--- config.mk ---
export PLATFORM = sky130hd
export DESIGN_NAME = sw_debounce
export DESIGN_NICKNAME = d
export VERILOG_FILES = /design/src/rtl/sw_debounce_pkg.sv /design/src/rtl/sw_debounce_bit.sv /design/src/rtl/sw_debounce.sv
export SDC_FILE = /design/constraint.sdc
export NUM_CORES = 1
export LEC_CHECK = 0
export BUFFER_PORTS_ARGS = -buffer_cell sky130_fd_sc_hd__buf_2
export CORE_MARGIN = 1.5
export CORE_UTILIZATION = 45
export DETAILED_ROUTE_END_ITERATION = 8
export HOLD_SLACK_MARGIN = 0.06
export PLACE_DENSITY = 0.66
export RECOVER_POWER = 25
export SLEW_MARGIN = 20
export SYNTH_ARGS = -nofsm -noshare
export SYNTH_HDL_FRONTEND = slang
export SYNTH_SLANG_ARGS = --single-unit
--- constraint.sdc ---
create_clock -name clk -period 4.1 [get_ports clk]
set_clock_uncertainty 0.05 [all_clocks]
set_input_delay 0.205 -clock clk [delete_from_list [all_inputs] [get_ports clk]]
set_output_delay 0.205 -clock clk [all_outputs]
set_load 0.02 [all_outputs]
--- src/rtl/sw_debounce_pkg.sv ---
// Shared types and default parameters for the slide-switch debouncer.
// Imported by sw_debounce and sw_debounce_bit.
package sw_debounce_pkg;

  typedef enum logic {
    ARM_ST = 1'b0,
    RUN_ST = 1'b1
  } arm_state_e;

  localparam int unsigned DEF_WIDTH        = 16;
  localparam int unsigned DEF_TICK_DIV     = 50_000;
  localparam int unsigned DEF_STABLE_TICKS = 10;

  // Wide enough for STABLE_TICKS up to 15.
  localparam int unsigned CNT_W = 4;

  function automatic int unsigned presc_w(input int unsigned div);
    return (div <= 2) ? 1 : $clog2(div);
  endfunction

endpackage

--- src/rtl/sw_debounce_bit.sv ---
// One switch lane: 2-flop synchroniser, stability counter, debounced level,
// edge pulses and sticky pending flag.
module sw_debounce_bit
  import sw_debounce_pkg::*;
#(
  parameter int unsigned STABLE_TICKS = DEF_STABLE_TICKS
) (
  input  logic clk,
  input  logic rstn,
  input  logic sw_raw,
  input  logic tick,
  input  logic run,
  input  logic clr,
  output logic level,
  output logic rise,
  output logic fall,
  output logic pend
);

  localparam logic [CNT_W-1:0] CNT_LAST = CNT_W'(STABLE_TICKS - 1);

  logic             meta;
  logic             s;
  logic [CNT_W-1:0] cnt;

  always_ff @(posedge clk) begin
    if (!rstn) begin
      meta  <= 1'b0;
      s     <= 1'b0;
      level <= 1'b0;
      rise  <= 1'b0;
      fall  <= 1'b0;
      pend  <= 1'b0;
      cnt   <= '0;
    end else begin
      meta <= sw_raw;
      s    <= meta;
      rise <= 1'b0;
      fall <= 1'b0;
      // Set beats clear: a pulse registered last edge always lands in pend.
      pend <= (pend & ~clr) | rise | fall;
      if (!run) begin
        level <= s;
        cnt   <= '0;
      end else if (s == level) begin
        cnt <= '0;
      end else if (tick) begin
        if (cnt == CNT_LAST) begin
          level <= s;
          cnt   <= '0;
          rise  <= s;
          fall  <= ~s;
        end else begin
          cnt <= cnt + 1'b1;
        end
      end
    end
  end

endmodule

--- src/rtl/sw_debounce.sv ---
// Debouncer for the Nexys A7 slide switches: shared prescaler, arming FSM
// that absorbs power-on levels silently, per-bit lanes and irq reduction.
module sw_debounce
  import sw_debounce_pkg::*;
#(
  parameter int unsigned WIDTH        = DEF_WIDTH,
  parameter int unsigned TICK_DIV     = DEF_TICK_DIV,
  parameter int unsigned STABLE_TICKS = DEF_STABLE_TICKS
) (
  input  logic             clk,
  input  logic             rstn,
  input  logic [WIDTH-1:0] i_sw,
  output logic [WIDTH-1:0] o_sw,
  output logic [WIDTH-1:0] o_rise,
  output logic [WIDTH-1:0] o_fall,
  output logic [WIDTH-1:0] o_pend,
  input  logic             i_clr,
  input  logic [WIDTH-1:0] i_clr_mask,
  input  logic [WIDTH-1:0] i_irq_en,
  output logic             o_irq,
  output arm_state_e       dbg_state
);

  localparam int unsigned      PW         = presc_w(TICK_DIV);
  localparam logic [PW-1:0]    PRESC_LAST = PW'(TICK_DIV - 1);
  localparam logic [CNT_W-1:0] ARM_LAST   = CNT_W'(STABLE_TICKS - 1);

  logic [PW-1:0]    presc;
  logic             tick;
  arm_state_e       state;
  logic [CNT_W-1:0] arm_cnt;
  logic             run;

  assign tick      = (presc == PRESC_LAST);
  assign run       = (state == RUN_ST);
  assign dbg_state = state;

  always_ff @(posedge clk) begin
    if (!rstn) begin
      presc <= '0;
    end else if (tick) begin
      presc <= '0;
    end else begin
      presc <= presc + 1'b1;
    end
  end

  // Stay in ARM for STABLE_TICKS ticks so levels present at reset settle quietly.
  always_ff @(posedge clk) begin
    if (!rstn) begin
      state   <= ARM_ST;
      arm_cnt <= '0;
    end else begin
      case (state)
        ARM_ST: begin
          if (tick) begin
            if (arm_cnt == ARM_LAST) begin
              state   <= RUN_ST;
              arm_cnt <= '0;
            end else begin
              arm_cnt <= arm_cnt + 1'b1;
            end
          end
        end
        RUN_ST: begin
          state <= RUN_ST;
        end
        default: begin
          state   <= ARM_ST;
          arm_cnt <= '0;
        end
      endcase
    end
  end

  for (genvar i = 0; i < int'(WIDTH); i++) begin : g_bit
    sw_debounce_bit #(
      .STABLE_TICKS(STABLE_TICKS)
    ) u_bit (
      .clk   (clk),
      .rstn  (rstn),
      .sw_raw(i_sw[i]),
      .tick  (tick),
      .run   (run),
      .clr   (i_clr & i_clr_mask[i]),
      .level (o_sw[i]),
      .rise  (o_rise[i]),
      .fall  (o_fall[i]),
      .pend  (o_pend[i])
    );
  end

  always_ff @(posedge clk) begin
    if (!rstn) begin
      o_irq <= 1'b0;
    end else begin
      o_irq <= |(o_pend & i_irq_en);
    end
  end

endmodule

==> reports/qor.tcl, run 1 <==
set qor(critPathCaptureType) {register}
set qor(detail_route.wl_per_cell_um) 14.5
set qor(critPathKind) {input pin to register}
set qor(critical_path.cell_chain) {clkbuf_1 > inv_1 > a31oi_1 > dlygate4sd3_1}
set qor(max_cap_viol_count) 1
set qor(place.detailed.hpwl_um) 12100
set qor(synth_seq_cells) 182
set qor(placeableCoreArea_um2) 17800
set qor(failed_checks) {max-capacitance violations, max-slew violations}
set qor(clock_insertion_delay_worst_skew_ns) 0.44
set qor(netlist-cell-type-count) 51
set qor(timing.critical_path.slowest_cell_delay_ns) 1.06
set qor(synth-compound-area-share_pct) 13.8
set qor(worstPathMaxFanout) 36
set qor(vias) 6614
set qor(power_per_cell_area_nw_per_um2) 379
set qor(topRoutingLayerUsed) {met4}
set qor(synth_area_leaders) {dfxtp_1 (45%), buf_4 (6.0%), nor2_1 (3.9%)}
set qor(synth_edf_count) 0
set qor(pin_count) 117
set qor(worst_slew_margin_rel_pct) -0.432
set qor(num-nets-final) 1074
set qor(setup_repair_after_global_routing_missed_its_margin) {false}
set qor(grt.total_usage_pct) 19.4
set qor(ys_dominant_reg_cell) {dfxtp_1}
set qor(timing.hold.ws_ns) 0.117
set qor(floorplan.initialDensity_pct) 45.6
set qor(yosys_warnings) 0
set qor(switching_share_pct) 21.6
set qor(synthesis.area_um2) 8140
set qor(area.growth.synth_to_final_pct) 13.9
set qor(synth_area_leader_cell) {dfxtp_1}
set qor(synth_seq_area_share_pct) 44.8
set qor(antenna_found_initial) 0
set qor(synth.mux.area_fraction_pct) 1.97
set qor(dieArea_um2) 18900
set qor(worst-r2r-cell-count) 6
set qor(final-setup-viol-count) 0
set qor(post_synth_most_frequent_cells) {dfxtp_1 (182), nor2_1 (84), nand2_1 (78), buf_4 (65), inv_1 (65)}
set qor(postSynth.asyncResetShare_pct) 0
set qor(total_switching_power_mw) 0.760
set qor(power.ir.vdd_worst_uv) 306
set qor(worst-slew-pin-transition_ns) 1.51
set qor(wirelength_um) 18300
set qor(synth_top_area_share_pct) 44.8
set qor(multiInputGateArea_um2) 3600
set qor(grt_pass1_vias) 5699
set qor(number_of_detailed_routing_iterations_run_before_antenna_repair) 5
set qor(antenna_cells_inserted) 0
set qor(worst-r2r-setup-slack_ns) 1.72
set qor(yosysMostFrequentCell) {dfxtp_1}
set qor(drive_gt1_share_pct) 14.9
set qor(cts_root_buffer) {clkbuf_16}
set qor(clk_transition_reported_paths_ns) 0.07
set qor(grt_first_pass_wirelength_um) 28100
set qor(final_antenna_net_count) 0
set qor(largest_family_of_logic_cells_by_synthesized_area) {simple AND/OR/NAND/NOR gates}
set qor(slew_violations) 36
set qor(cts_tree) {done}
set qor(ctsHtreeMaxLevel) 4
set qor(overall_die_height_um) 138
set qor(power.share.combinational_pct) 3.3
set qor(synthesis.area_per_instance_um2) 8.55
set qor(internal_power_mw) 2.75
set qor(worst_flop_to_flop_path_endpoint) {arm_cnt[1]$_SDFFE_PN0P_}
set qor(power_frac_clock_pct) 45.3
set qor(seq_power_share_pct) 51.5
set qor(critical_path_arrival_ns) 3.17
set qor(worst_setup_path_start_kind) {input pin}
set qor(remaining_drc_errors) 0
set qor(floorplan.die.width_um) 138
set qor(tritoncts_buffers) 17
set qor(final_min_period_over_clock_period_pct) 69.1
set qor(port_buffers) 116
set qor(finalSetupTns_ns) 0
set qor(yosys.area_share.simple_pct) 23.6
set qor(layout.area.seq_um2) 3640
set qor(worst_hold_end) {g_bit[8].u_bit.pend$_SDFF_PN0_}
set qor(route.layer.met1.wl_um) 8640
set qor(run_status) {complete, but fails checks}
set qor(worst-endpoint-required_ns) 4.44
set qor(detailed_route_vias_per_instance) 5.24
set qor(critical-path-slowest-cell) {clkbuf_1}
set qor(max_freq_ghz) 0.353
set qor(clock_sinks) 182
set qor(wl_met2_um) 8600
set qor(rr_startpoint) {presc[0]$_SDFF_PP0_}
set qor(maximum_clock_path_buffer_count) 2
set qor(crit_path_start) {rstn}
set qor(placed_cells_incl_taps) 1198
set qor(p_leak_nw) 3.11
set qor(mappedNetlistNets) 1004
set qor(timing.hold.worst.class) {input pin to register}
set qor(worstHoldStart) {i_clr_mask[8]}
set qor(finalHoldViolations) 0
set qor(post_layout_nonfiller_instances) 1263
set qor(final.min_clock_period_ns) 2.83
set qor(hold_path_depth) 4
set qor(gp_congestion) 0.830
set qor(synth_fa_ha_area_share_pct) 0.154
set qor(gr-total-overflow) 0
set qor(largest_net_degree_at_the_start_of_global_routing) 58
set qor(synth-xor-area-share_pct) 4.73
set qor(num_rows) 49
set qor(drt_iter0_drc) 429
set qor(post_synthesis_instance_total) 952
set qor(layout.filler_cells) 1655
set qor(wl_met3_um) 778
cell usage in the layout, fill, tap and decap left out, types with 11 or more instances in the layout:
cell type	synthesis	final
nor2_1	84	84
clkbuf_16	0	17
and2_1	32	26
a31o_2	21	21
mux2i_1	16	16
buf_2	12	81
a21oi_1	50	50
a211oi_1	16	16
nor2b_1	12	12
or3_1	15	15
nand3_1	48	48
o311ai_0	19	19
dfxtp_1	182	182
nand4_1	25	25
xnor2_1	35	35
dlygate4sd3_1	0	34
nand2_1	78	78
nor3_1	24	24
o21ai_0	21	21
nor4_1	16	16
a21boi_0	11	11
inv_1	65	65
clkbuf_1	27	38
state kept, by name, summed over array words and instances, names as in the netlist:
| name | cells |
|---|---|
| g_bit.u_bit.level | 16 |
| g_bit.u_bit.pend | 16 |
| o_irq | 1 |
| presc | 16 |
| g_bit.u_bit.rise | 16 |
| arm_cnt | 4 |
| g_bit.u_bit.cnt | 64 |
| g_bit.u_bit.s | 16 |
| dbg_state | 1 |
| g_bit.u_bit.meta | 16 |
| g_bit.u_bit.fall | 16 |
kinds of logic after synthesis:
family | after synthesis
flops | 182
fa+ha+maj | 1
buf+inv | 170
compound gates | 165
simple gates | 374
mux | 16
xor+xnor | 44
worst max-delay path by stage:
stage	end	depth (start not counted)
final	o_irq$_SDFF_PN0_	4
after global placement	g_bit[1].u_bit.cnt[2]$_SDFFE_PP0N_	5
after detailed placement	g_bit[5].u_bit.fall$_SDFF_PP0_	5
after CTS	g_bit[13].u_bit.rise$_SDFF_PP0_	5
after floorplan	g_bit[15].u_bit.cnt[3]$_SDFFE_PP0N_	7
after global routing	o_irq$_SDFF_PN0_	4
cell type report:
| class | count | area share [%] |
|---|---|---|
| Timing Repair Buffer | 156 | 9.86 |
| Clock inverter | 9 | 1.03 |
| Clock buffer | 22 | 5.22 |
| Tap cell | 229 | 3.09 |
| Multi-Input combinational cell | 600 | 38.9 |
| Inverter | 65 | 2.63 |
| Sequential cell | 182 | 39.3 |
worst max-delay path: cells and delay by family:
kind / cells / cell delay (ns)
compound gates: 1 / 0.36
buf+inv: 3 / 2.57
timing repair:
item,4_1_cts,5_1_grt
buffers inserted,0,0
endpoints found under the hold margin,32,0
hold buffers,34,0
gates resized for setup,0,0
power groups by stage:
stage / Sequential (mW) / Combinational [mW] / Clock [mW]
after floorplan: 1.84 / 0.0577 / 0
after global placement: 1.85 / 0.0924 / 0
after detailed placement: 1.85 / 0.0936 / 0
after CTS: 1.81 / 0.117 / 1.63
after global routing: 1.81 / 0.128 / 1.71
final: 1.81 / 0.115 / 1.59
stage by stage:
stage               util, %  cell area [um^2]  setup slack, ns  power, mW
floorplan                 -              8140             2.33       1.90
global placement       47.1              8400             1.77       1.94
detailed placement     47.1              8400             1.72       1.94
CTS                    52.3              9320             1.68       3.55
global route           52.0              9270            0.956       3.65
finish                 52.0              9270             1.27       3.51
per-layer routing:
metal,GRT usage [%],up-vias
li1,-,3369
met1,24.3,3076
met4,6.61,0
met5,0,-
met2,32.6,147
met3,4.53,22
(Power assumes the default switching activity.)
==> inputs of run 2 (changes only) <==
--- a/config.mk
+++ b/config.mk
@@ -5,12 +5,13 @@
 export SDC_FILE = /design/constraint.sdc
 export NUM_CORES = 1
 export LEC_CHECK = 0
+export ABC_AREA = 1
 export BUFFER_PORTS_ARGS = -buffer_cell sky130_fd_sc_hd__buf_2
 export CORE_MARGIN = 1.5
 export CORE_UTILIZATION = 45
 export DETAILED_ROUTE_END_ITERATION = 8
 export HOLD_SLACK_MARGIN = 0.06
-export PLACE_DENSITY = 0.66
+export PLACE_DENSITY = 0.68
 export RECOVER_POWER = 25
 export SLEW_MARGIN = 20
 export SYNTH_ARGS = -nofsm -noshare
==> constraint.sdc (replaced) <==
create_clock -name clk -period 2.6 [get_ports clk]
set_clock_uncertainty 0.05 [all_clocks]
set_input_delay 0.13 -clock clk [delete_from_list [all_inputs] [get_ports clk]]
set_output_delay 0.13 -clock clk [all_outputs]
set_load 0.02 [all_outputs]
==> run 2 against run 1 <==
Compared with the run above: the flow now finishes without violations; synthesized cell count rose by 31%; synthesized area rose by 3.9%; clock-buffer cell count fell by 2; via count rose by 15%; die area rose by 3.8%; final area rose by 4.3%; sequential cell count did not move; worst hold slack got worse by 0.0034 ns; register-to-register slack got worse by 1.2 ns.
==> reports/qor.tcl, run 2 <==
set qor(synth_area_leaders) {dfxtp_1 (43%), nand2_1 (13%), inv_1 (8.6%)} ;# was dfxtp_1 (45%), buf_4 (6.0%), nor2_1 (3.9%)
set qor(layout_setup_ws_ns) 0.558 ;# was 1.27 ns
set qor(dpl_worst_slack_ns) 0.625 ;# was 1.72 ns
set qor(gp_congestion) 0.801 ;# was 0.830
set qor(crit_path_start) {g_bit[10].u_bit.pend$_SDFF_PN0_} ;# was rstn
set qor(num-nets-final) 1385 ;# was 1074
set qor(antenna_found_initial) 0 ;# unchanged
set qor(grt_pass1_vias) 7017 ;# was 5699
set qor(finalHoldViolations) 0 ;# unchanged
set qor(run_status) {completed} ;# was complete, but fails checks
set qor(largest_net_degree_at_the_start_of_global_routing) 36 ;# was 58
set qor(vias) 7594 ;# was 6614
set qor(slew_violations) 0 ;# was 36
set qor(postSynth.asyncResetShare_pct) 0 ;# unchanged
set qor(p_leak_nw) 4.08 ;# was 3.11 nW
set qor(post_synth_most_frequent_cells) {nand2_1 (299), inv_1 (193), dfxtp_1 (182), nor2_1 (164), nand3_1 (95)} ;# was dfxtp_1 (182), nor2_1 (84), nand2_1 (78), buf_4 (65), inv_1 (65)
set qor(clk_transition_reported_paths_ns) 0.07 ;# about the same
set qor(worst-r2r-cell-count) 6 ;# unchanged
set qor(finalSetupTns_ns) 0 ;# unchanged
set qor(grt.total_usage_pct) 20.8 ;# was 19.4%
set qor(largest_reg_flops) 64 ;# unchanged
set qor(sum_of_internal_switching_and_leakage_power_mw) 5.55 ;# was 3.51 mW
set qor(wirelength_um) 19700 ;# was 18300 um
set qor(final_common_cell) {nand2_1} ;# was dfxtp_1
set qor(area.growth.synth_to_final_pct) 14.4 ;# was 13.9%
set qor(critical_path_arrival_ns) 2.29 ;# was 3.17 ns
set qor(placed_cells_incl_taps) 1508 ;# was 1198
set qor(critPathKind) {register to register} ;# was input pin to register
set qor(synth_area_leader_cell) {dfxtp_1} ;# unchanged
set qor(remaining_drc_errors) 0 ;# unchanged
set qor(floorplan.die.width_um) 140 ;# was 138 um
set qor(most-common-layout-cells) {nand2_1 (299), inv_1 (193), dfxtp_1 (182)} ;# was dfxtp_1 (182), nor2_1 (84), buf_2 (81)
set qor(worst_slew_margin_rel_pct) 23.2 ;# was -0.432%
set qor(timing.hold.ws_ns) 0.114 ;# was 0.117 ns
set qor(tritoncts_buffers) 17 ;# unchanged
set qor(final_min_period_over_clock_period_pct) 78.6
set qor(cts_tree) {done} ;# unchanged
set qor(dieArea_um2) 19600 ;# was 18900 um^2
set qor(worst-endpoint-required_ns) 2.84 ;# was 4.44 ns
set qor(detailed_route_vias_per_instance) 4.82 ;# was 5.24
set qor(clock_insertion_delay_worst_skew_ns) 0.43 ;# was 0.44 ns
set qor(placeableCoreArea_um2) 18200 ;# was 17800 um^2
set qor(synthesis.area_per_instance_um2) 6.78 ;# was 8.55 um^2
set qor(worst_setup_path_start_kind) {register} ;# was input pin
set qor(netlist-cell-type-count) 30 ;# was 51
set qor(drive_gt1_share_pct) 11.7 ;# was 14.9%
set qor(detail_route.wl_per_cell_um) 12.5 ;# was 14.5 um
set qor(worstPathMaxFanout) 3 ;# was 36
set qor(synth_top_area_share_pct) 43.1 ;# was 44.8%
set qor(cts_root_buffer) {clkbuf_16} ;# unchanged
set qor(final_cell_area_um2) 9670 ;# was 9270 um^2
set qor(maximum_clock_path_buffer_count) 2 ;# unchanged
set qor(floorplan.initialDensity_pct) 46.4 ;# was 45.6%
set qor(mappedNetlistNets) 1300 ;# was 1004
set qor(final.min_clock_period_ns) 2.04
set qor(final_antenna_net_count) 0 ;# unchanged
set qor(power.ir.vdd_worst_uv) 478 ;# was 306 uV
set qor(postPlaceCellArea_um2) 8760 ;# was 8400 um^2
set qor(synthesis.area_um2) 8460 ;# was 8140 um^2
set qor(timing.hold.worst.class) {input pin to register} ;# unchanged
set qor(synth_seq_area_share_pct) 43.1 ;# was 44.8%
set qor(max_cap_viol_count) 0 ;# was 1
set qor(overall_die_height_um) 140 ;# was 138 um
set qor(grt_first_pass_wirelength_um) 32600 ;# was 28100 um
set qor(worst_flop_to_flop_path_endpoint) {o_irq$_SDFF_PN0_} ;# was arm_cnt[1]$_SDFFE_PN0P_
set qor(post_synthesis_instance_total) 1248 ;# was 952
set qor(place.detailed.hpwl_um) 13400 ;# was 12100 um
set qor(gr-total-overflow) 0 ;# unchanged
set qor(setup_repair_after_global_routing_missed_its_margin) {false} ;# unchanged
set qor(worstHoldStart) {i_clr} ;# was i_clr_mask[8]
set qor(rr_startpoint) {g_bit[10].u_bit.pend$_SDFF_PN0_} ;# was presc[0]$_SDFF_PP0_
set qor(synth_edf_count) 0 ;# unchanged
set qor(ctsHtreeMaxLevel) 4 ;# unchanged
set qor(yosys_warnings) 0 ;# unchanged
set qor(port_buffers) 116 ;# unchanged
set qor(power_per_cell_area_nw_per_um2) 574 ;# was 379 nW/um^2
set qor(number_of_detailed_routing_iterations_run_before_antenna_repair) 5 ;# unchanged
set qor(clock_sinks) 182 ;# unchanged
set qor(worst-r2r-setup-slack_ns) 0.56 ;# was 1.72 ns
set qor(ys_dominant_reg_cell) {dfxtp_1} ;# unchanged
set qor(critPathCaptureType) {register} ;# unchanged
set qor(post_layout_nonfiller_instances) 1575 ;# was 1263
set qor(post_cts.repair.setup_buffers) 0 ;# unchanged
set qor(num_rows) 49 ;# unchanged
set qor(top_register) {g_bit.u_bit.cnt} ;# unchanged
set qor(setup.worst_path.end) {o_irq$_SDFF_PN0_} ;# unchanged
set qor(pin_count) 117 ;# unchanged
set qor(final-setup-viol-count) 0 ;# unchanged
set qor(antenna_cells_inserted) 0 ;# unchanged
set qor(synth_seq_cells) 182 ;# unchanged
set qor(drt_iter0_drc) 469 ;# was 429
set qor(yosysMostFrequentCell) {nand2_1} ;# was dfxtp_1
set qor(final_core_util_pct) 53.1 ;# was 52.0%
set qor(max_freq_ghz) 0.490
set qor(worst-slew-pin-transition_ns) 1.15 ;# was 1.51 ns
-- run 2: cell types whose count changed after synthesis, moves of 32 or more --
cell and change:
a21oi_1 +34, and2_1 -32, nor2_1 +80, nand2_1 +221
xnor2_1 -32, inv_1 +128, nand3_1 +47
-- run 2: critical path, stage by stage (launching register included) --
cell and delay [ns]:
dfxtp_1 0.32, nand2_1 0.10, nand4_1 0.08, dlygate4sd3_1 0.56, nor3b_1 0.18, dlygate4sd3_1 0.58, nor2_1 0.04
-- run 2: cells by family (layout without fill, tap and decap cells) --
kind of cell             after synthesis  after routing  synth area share (%)
AO/OA/AOI/OAI                        146            146                  8.70
XOR/XNOR                               7              7                 0.725
adder cells (fa/ha/maj)                1              1                 0.148
buffers and inverters                291            389                  16.4
flip-flops                           182            182                  43.1
AND/OR/NAND/NOR                      621            621                  31.0
-- run 2: final cells by class --
type | count | area (um^2)
timing repair buffer | 160 | 988
sequential | 182 | 3640
clock buffer | 20 | 467
tap | 229 | 287
clock inverter | 12 | 119
multi-input combinational | 775 | 3430
inverter | 197 | 739
fill | 1766 | 8540
-- run 2: routing by layer --
| layer | vias up | track usage, % | share of wire [%] |
|---|---|---|---|
| li1 | 3963 | - | - |
| met1 | 3400 | 26.6 | 48 |
| met2 | 187 | 33.9 | 44 |
| met3 | 44 | 4.10 | 4.7 |
| met4 | 0 | 9.92 | 3.4 |
| met5 | - | 0 | 0 |
-- run 2: repair_timing --
| item | in CTS | in global routing |
|---|---|---|
| hold buffers | 35 | 0 |
| resized for setup | 0 | 0 |
| hold endpoints to repair | 33 | 0 |
-- run 2: worst min-delay path by stage --
stage | endpoint | cells after the start
finish | g_bit[10].u_bit.pend$_SDFF_PN0_ | 4
global route | g_bit[5].u_bit.pend$_SDFF_PN0_ | 4
CTS | g_bit[10].u_bit.pend$_SDFF_PN0_ | 4
detailed placement | g_bit[13].u_bit.meta$_SDFF_PN0_ | 3
global placement | g_bit[9].u_bit.meta$_SDFF_PN0_ | 3
floorplan | g_bit[0].u_bit.meta$_SDFF_PN0_ | 2
-- run 2: where the power goes --
| part | internal, mW | switching [mW] |
|---|---|---|
| logic | 0.0927 | 0.0961 |
| clock network | 1.41 | 1.12 |
| registers | 2.82 | 0.0211 |
| total | 4.32 | 1.23 |
